`src/rtl/sensor_vote_monitor.sv`:
```
// ============================================================================
// Module  : sensor_vote_monitor
// Brief   : Per-sensor debounce, low-sensor vote and confirmed, latched alarm.
// Revision: 1.0 - initial parametrised release
// ============================================================================
`default_nettype none

module sensor_vote_monitor #(
  parameter int N_SENSORS = 7,
  parameter int THRESHOLD = 2,
  parameter int DEBOUNCE  = 3,
  parameter int CONFIRM   = 4,
  localparam int CW       = $clog2(N_SENSORS + 1)
) (
  input  logic                 clk,
  input  logic                 reset,
  input  logic                 en,
  input  logic [N_SENSORS-1:0] sensor_in,
  input  logic                 ack,
  output logic [N_SENSORS-1:0] low_mask,
  output logic [CW-1:0]        low_count,
  output logic                 trip,
  output logic                 armed,
  output logic                 alarm,
  output logic [7:0]           trip_events
);

  localparam int DCW = (DEBOUNCE > 1) ? $clog2(DEBOUNCE) : 1;
  localparam int CFW = $clog2(CONFIRM + 1);

  localparam logic [1:0] ST_IDLE  = 2'd0;
  localparam logic [1:0] ST_ARM   = 2'd1;
  localparam logic [1:0] ST_ALARM = 2'd2;

  // Each bit only flips after DEBOUNCE consecutive differing samples.
  for (genvar i = 0; i < N_SENSORS; i++) begin : g_db
    logic           state_q, state_d;
    logic [DCW-1:0] cnt_q, cnt_d;

    always_comb begin
      state_d = state_q;
      cnt_d   = '0;
      if (sensor_in[i] != state_q) begin
        if (cnt_q == DCW'(DEBOUNCE - 1)) begin
          state_d = sensor_in[i];
        end else begin
          cnt_d = cnt_q + DCW'(1);
        end
      end
    end

    always_ff @(posedge clk) begin
      if (reset) begin
        state_q <= 1'b1;
        cnt_q   <= '0;
      end else begin
        state_q <= state_d;
        cnt_q   <= cnt_d;
      end
    end

    assign low_mask[i] = ~state_q;
  end

  always_comb begin
    low_count = '0;
    for (int k = 0; k < N_SENSORS; k++) begin
      low_count = low_count + CW'(low_mask[k]);
    end
  end

  assign trip = (low_count >= CW'(THRESHOLD));

  logic [1:0]     state_q, state_d;
  logic [CFW-1:0] conf_q, conf_d;
  logic [7:0]     events_q, events_d;

  always_ff @(posedge clk) begin
    if (reset) begin
      state_q  <= ST_IDLE;
      conf_q   <= '0;
      events_q <= '0;
    end else begin
      state_q  <= state_d;
      conf_q   <= conf_d;
      events_q <= events_d;
    end
  end

  // Disabling wins over ALARM entry, so no event is counted on that edge.
  always_comb begin
    state_d  = state_q;
    conf_d   = conf_q;
    events_d = events_q;
    if (!en) begin
      state_d = ST_IDLE;
      conf_d  = '0;
    end else begin
      case (state_q)
        ST_IDLE: begin
          conf_d = '0;
          if (trip) state_d = ST_ARM;
        end
        ST_ARM: begin
          if (!trip) begin
            state_d = ST_IDLE;
            conf_d  = '0;
          end else if (conf_q == CFW'(CONFIRM - 1)) begin
            state_d = ST_ALARM;
            conf_d  = '0;
            if (events_q != 8'hFF) events_d = events_q + 8'd1;
          end else begin
            conf_d = conf_q + CFW'(1);
          end
        end
        ST_ALARM: begin
          if (ack && !trip) state_d = ST_IDLE;
        end
        default: begin
          state_d = ST_IDLE;
          conf_d  = '0;
        end
      endcase
    end
  end

  always_comb begin
    armed = (state_q == ST_ARM);
    alarm = (state_q == ST_ALARM);
  end

  assign trip_events = events_q;

endmodule

`default_nettype wire

```
`config.mk`:
```
export PLATFORM = sky130hd
export DESIGN_NAME = sensor_vote_monitor
export DESIGN_NICKNAME = d
export VERILOG_FILES = /design/src/rtl/sensor_vote_monitor.sv
export SDC_FILE = /design/constraint.sdc
export NUM_CORES = 1
export LEC_CHECK = 0
export ABC_CLOCK_PERIOD_IN_PS = 4400
export BUFFER_PORTS_ARGS = -buffer_cell sky130_fd_sc_hd__buf_2
export CAP_MARGIN = 20
export CORE_ASPECT_RATIO = 1.5
export CORE_MARGIN = 2
export CORE_UTILIZATION = 50
export DETAILED_ROUTE_END_ITERATION = 16
export HOLD_SLACK_MARGIN = 0.15
export PLACE_DENSITY = 0.74
export RECOVER_POWER = 100
export SETUP_SLACK_MARGIN = 0.4
export SYNTH_ARGS = -nofsm -noshare
export SYNTH_HDL_FRONTEND = slang
export SYNTH_SLANG_ARGS = --single-unit
```
`constraint.sdc`:
```
create_clock -name clk -period 4.4 [get_ports clk]
set_clock_uncertainty 0.2 [all_clocks]
set_input_delay 0.88 -clock clk [delete_from_list [all_inputs] [get_ports clk]]
set_output_delay 0.88 -clock clk [all_outputs]
set_load 0.01 [all_outputs]
```
==> run_results.csv <==
group,metric,value,unit
global_route,grt_max_degree,17,
placement,portBuffers,31,
timing,fin_crit_sh,0.902,
power_and_ir_drop,peakVddDrop,0.228,mV
synth,ys.flop_type,"dfxtp_1",
placement,dpl.hpwl,2340,um
setup_path,startpoint_type,"flip-flop",
drt,drc_errors,0,
clocking,clkLatencyLatePin,0.28,ns
drt,dr_wl_met3,161,um
clocking,ctsLongestPathBuffers,2,
placement,place.gp.congestion,0.688,
synth,ys_seq_area_frac,0.440,
floorplan,core,2940,um2
drt,finalWirelength,2980,um
power_and_ir_drop,p_per_area,336,nW/um2
synth,synth_warnings,0,
synth,synthArstFlopShare,0,
finish,mostFrequentLayoutCell,"dfxtp_1",
drt,routedWlPerCell,12.2,um
drt,vias_per_cell,5.28,
clocking,root_buffer,"clkbuf_8",
floorplan,die_h,72.1,um
setup_path,startpoint,"g_db[3].state_q",
power_and_ir_drop,power_leakage,0.749,nW
global_route,grt_pass1_vias,1311,
clocking,htree_num_levels,2,
clocking,path_clk_slew,0.06,ns
global_route,grt.overflow.total,0,
finish,nets,229,
drt,routed.top_layer,"met4",
global_route,grt_antenna_before_repair,0,
setup_path,cp_max_fo,4,
timing,rsz0062_at_grt,"yes",
floorplan,die_area,3570,um2
clocking,ctsHoldBuffers,0,
clocking,cts_sinks,34,
setup_path,regToRegEndpoint,"trip_events[5]",
drt,drt-met1-wl,1210,um
finish,area_growth,15.3,%
synth,synth_cells,169,
setup_path,crit_arrival,2.89,ns
setup_path,crit_path_end_kind,"output port",
floorplan,die_x,49.4,um
drt,drt-initial-drc-count,19,
timing,final.setup.tns,0,ns
run_status,status,"finished clean",
hold_path,holdCritPathClass,"reg -> reg",
synth,yosys_register_bits,34,
setup_path,cp.required,3.32,ns
setup_path,ff2ff_setup_slack,0.52,ns
synth,syn_nets,193,
finish,mostFrequentLayoutCells,"dfxtp_1 (34), clkbuf_1 (25), inv_1 (22)",
clocking,cts_buffers,5,
clocking,cts_tree,"built",
floorplan,ios,32,
timing,max-slew-margin-rel,0.519,
floorplan,initial_core_util,0.526,
drt,dr.pass1.iters,4,
timing,fin_crit,3.97,ns
drt,wl_met2,1510,um
synth,avgSynthCellArea,9.16,um2
drt,vias,1288,
global_route,grt_usage,0.197,
timing,drv_slew,0,
timing,finalHoldViolations,0,
timing,setup_viol,0,
timing,max_slew.worst_pin.slew,0.722,ns
flow_run,drv_cap,0,
timing,clock.fmax,252,MHz
synth,synth_enable_flop_cells,0,
setup_path,regToRegStartpoint,"g_db[3].state_q",
drt,ant_nets,0,
setup_path,r2r_cells,10,
setup_path,worstSetupPathType,"reg -> out",
synth,syn_area,1550,um2
global_route,grt_pass1_wl,5450,um
finish,final_util,0.606,
setup_path,crit_end,"trip",
finish,antenna_cells,0,
finish,drive_gt1_frac,0.0829,
floorplan,num_rows,24,
synth,yosysUniqueCellTypes,35,
==> synth_stat cells, drive strengths merged, types with 2 or more instances <==
master / count / share of area
and3: 3 / 0.019
and2b: 2 / 0.0097
dfxtp: 34 / 0.44
a21oi: 8 / 0.026
or3: 9 / 0.036
nor4: 3 / 0.012
nor2: 19 / 0.046
o31ai: 2 / 0.0097
nor2b: 2 / 0.0081
fa: 4 / 0.052
ha: 9 / 0.073
nand3: 3 / 0.0097
nor3b: 2 / 0.0097
nand2: 12 / 0.029
inv: 22 / 0.053
o211ai: 7 / 0.034
nand4: 3 / 0.012
o21ai: 3 / 0.0097
buf: 2 / 0.011
xnor2: 7 / 0.040
==> worst min path at each step <==
stage	from	endpoint	slack, ns	cells after the start
2_1_floorplan	g_db[0].cnt_q[0]	g_db[0].cnt_q[0]	0.19	1
3_3_place_gp	g_db[6].cnt_q[0]	g_db[6].cnt_q[0]	0.20	1
3_5_place_dp	g_db[5].cnt_q[0]	g_db[5].cnt_q[0]	0.20	1
4_1_cts	g_db[5].cnt_q[0]	g_db[5].cnt_q[0]	0.21	1
5_1_grt	g_db[3].cnt_q[0]	g_db[3].cnt_q[0]	0.23	1
6_report	g_db[3].cnt_q[0]	g_db[3].cnt_q[0]	0.21	1
==> flip-flops by register name (all words and copies together), names as in the netlist <==
| register | cells |
|---|---|
| g_db.cnt_q | 14 |
| trip_events | 8 |
| g_db.state_q | 7 |
| conf_q | 3 |
| state_q | 2 |
==> cell families (layout without fill, tap and decap cells) <==
logic type,count (synthesis),count (layout),share of synthesized area
AND/OR/NAND/NOR,64,64,0.220
flip-flops,34,34,0.440
buffers and inverters,26,62,0.0687
AO/OA/AOI/OAI,24,24,0.100
adder cells (fa/ha/maj),13,13,0.124
XOR/XNOR,7,7,0.0396
multiplexers,1,1,0.00728
==> where the power goes <==
group	total (W)	switching [W]	internal, W	leakage (nW)
sequential	0.000328	0.00000691	0.000321	0.277
clock	0.000209	0.000101	0.000109	0.0383
combinational	0.0000622	0.0000359	0.0000263	0.435
==> per-stage QoR <==
stage	setup slack (ns)	area, um2	power (W)	hold slack [ns]	std cells
after detailed placement	0.516	1730	0.000400	0.205	236
after CTS	0.426	1820	0.000615	0.214	244
after floorplan	0.774	1550	0.000376	0.191	169
after global routing	0.268	1780	0.000633	0.229	244
final	0.430	1780	0.000599	0.208	244
after global placement	0.614	1730	0.000395	0.198	236
==> layout make-up <==
type	count	area [um2]
inverter	23	86.3
tap	39	48.8
sequential	34	681
multi-input combinational	109	761
clock buffer	7	76.3
timing repair buffer	32	131
fill	304	1160
==> critical path, cell delays in order, from the launching register on <==
cell      delay (ns)
dfxtp_1         0.34
fa_1            0.53
inv_1           0.05
fa_1            0.45
fa_1            0.39
fa_1            0.46
nor2_1          0.15
inv_1           0.10
clkbuf_1        0.14
==> routing by layer <==
metal / up-vias / GRT usage
met5: - / 0
met4: 0 / 0.105
met1: 602 / 0.217
met3: 10 / 0.0658
met2: 32 / 0.335
li1: 644 / -
==> timing repair <==
item,in CTS,in global routing
setup endpoints to repair,1,2
pin swaps,1,0
endpoints found under the hold margin,0,0
setup buffers,1,0
resized for setup,1,0
No activity file was read; power rests on OpenSTA's default activity.
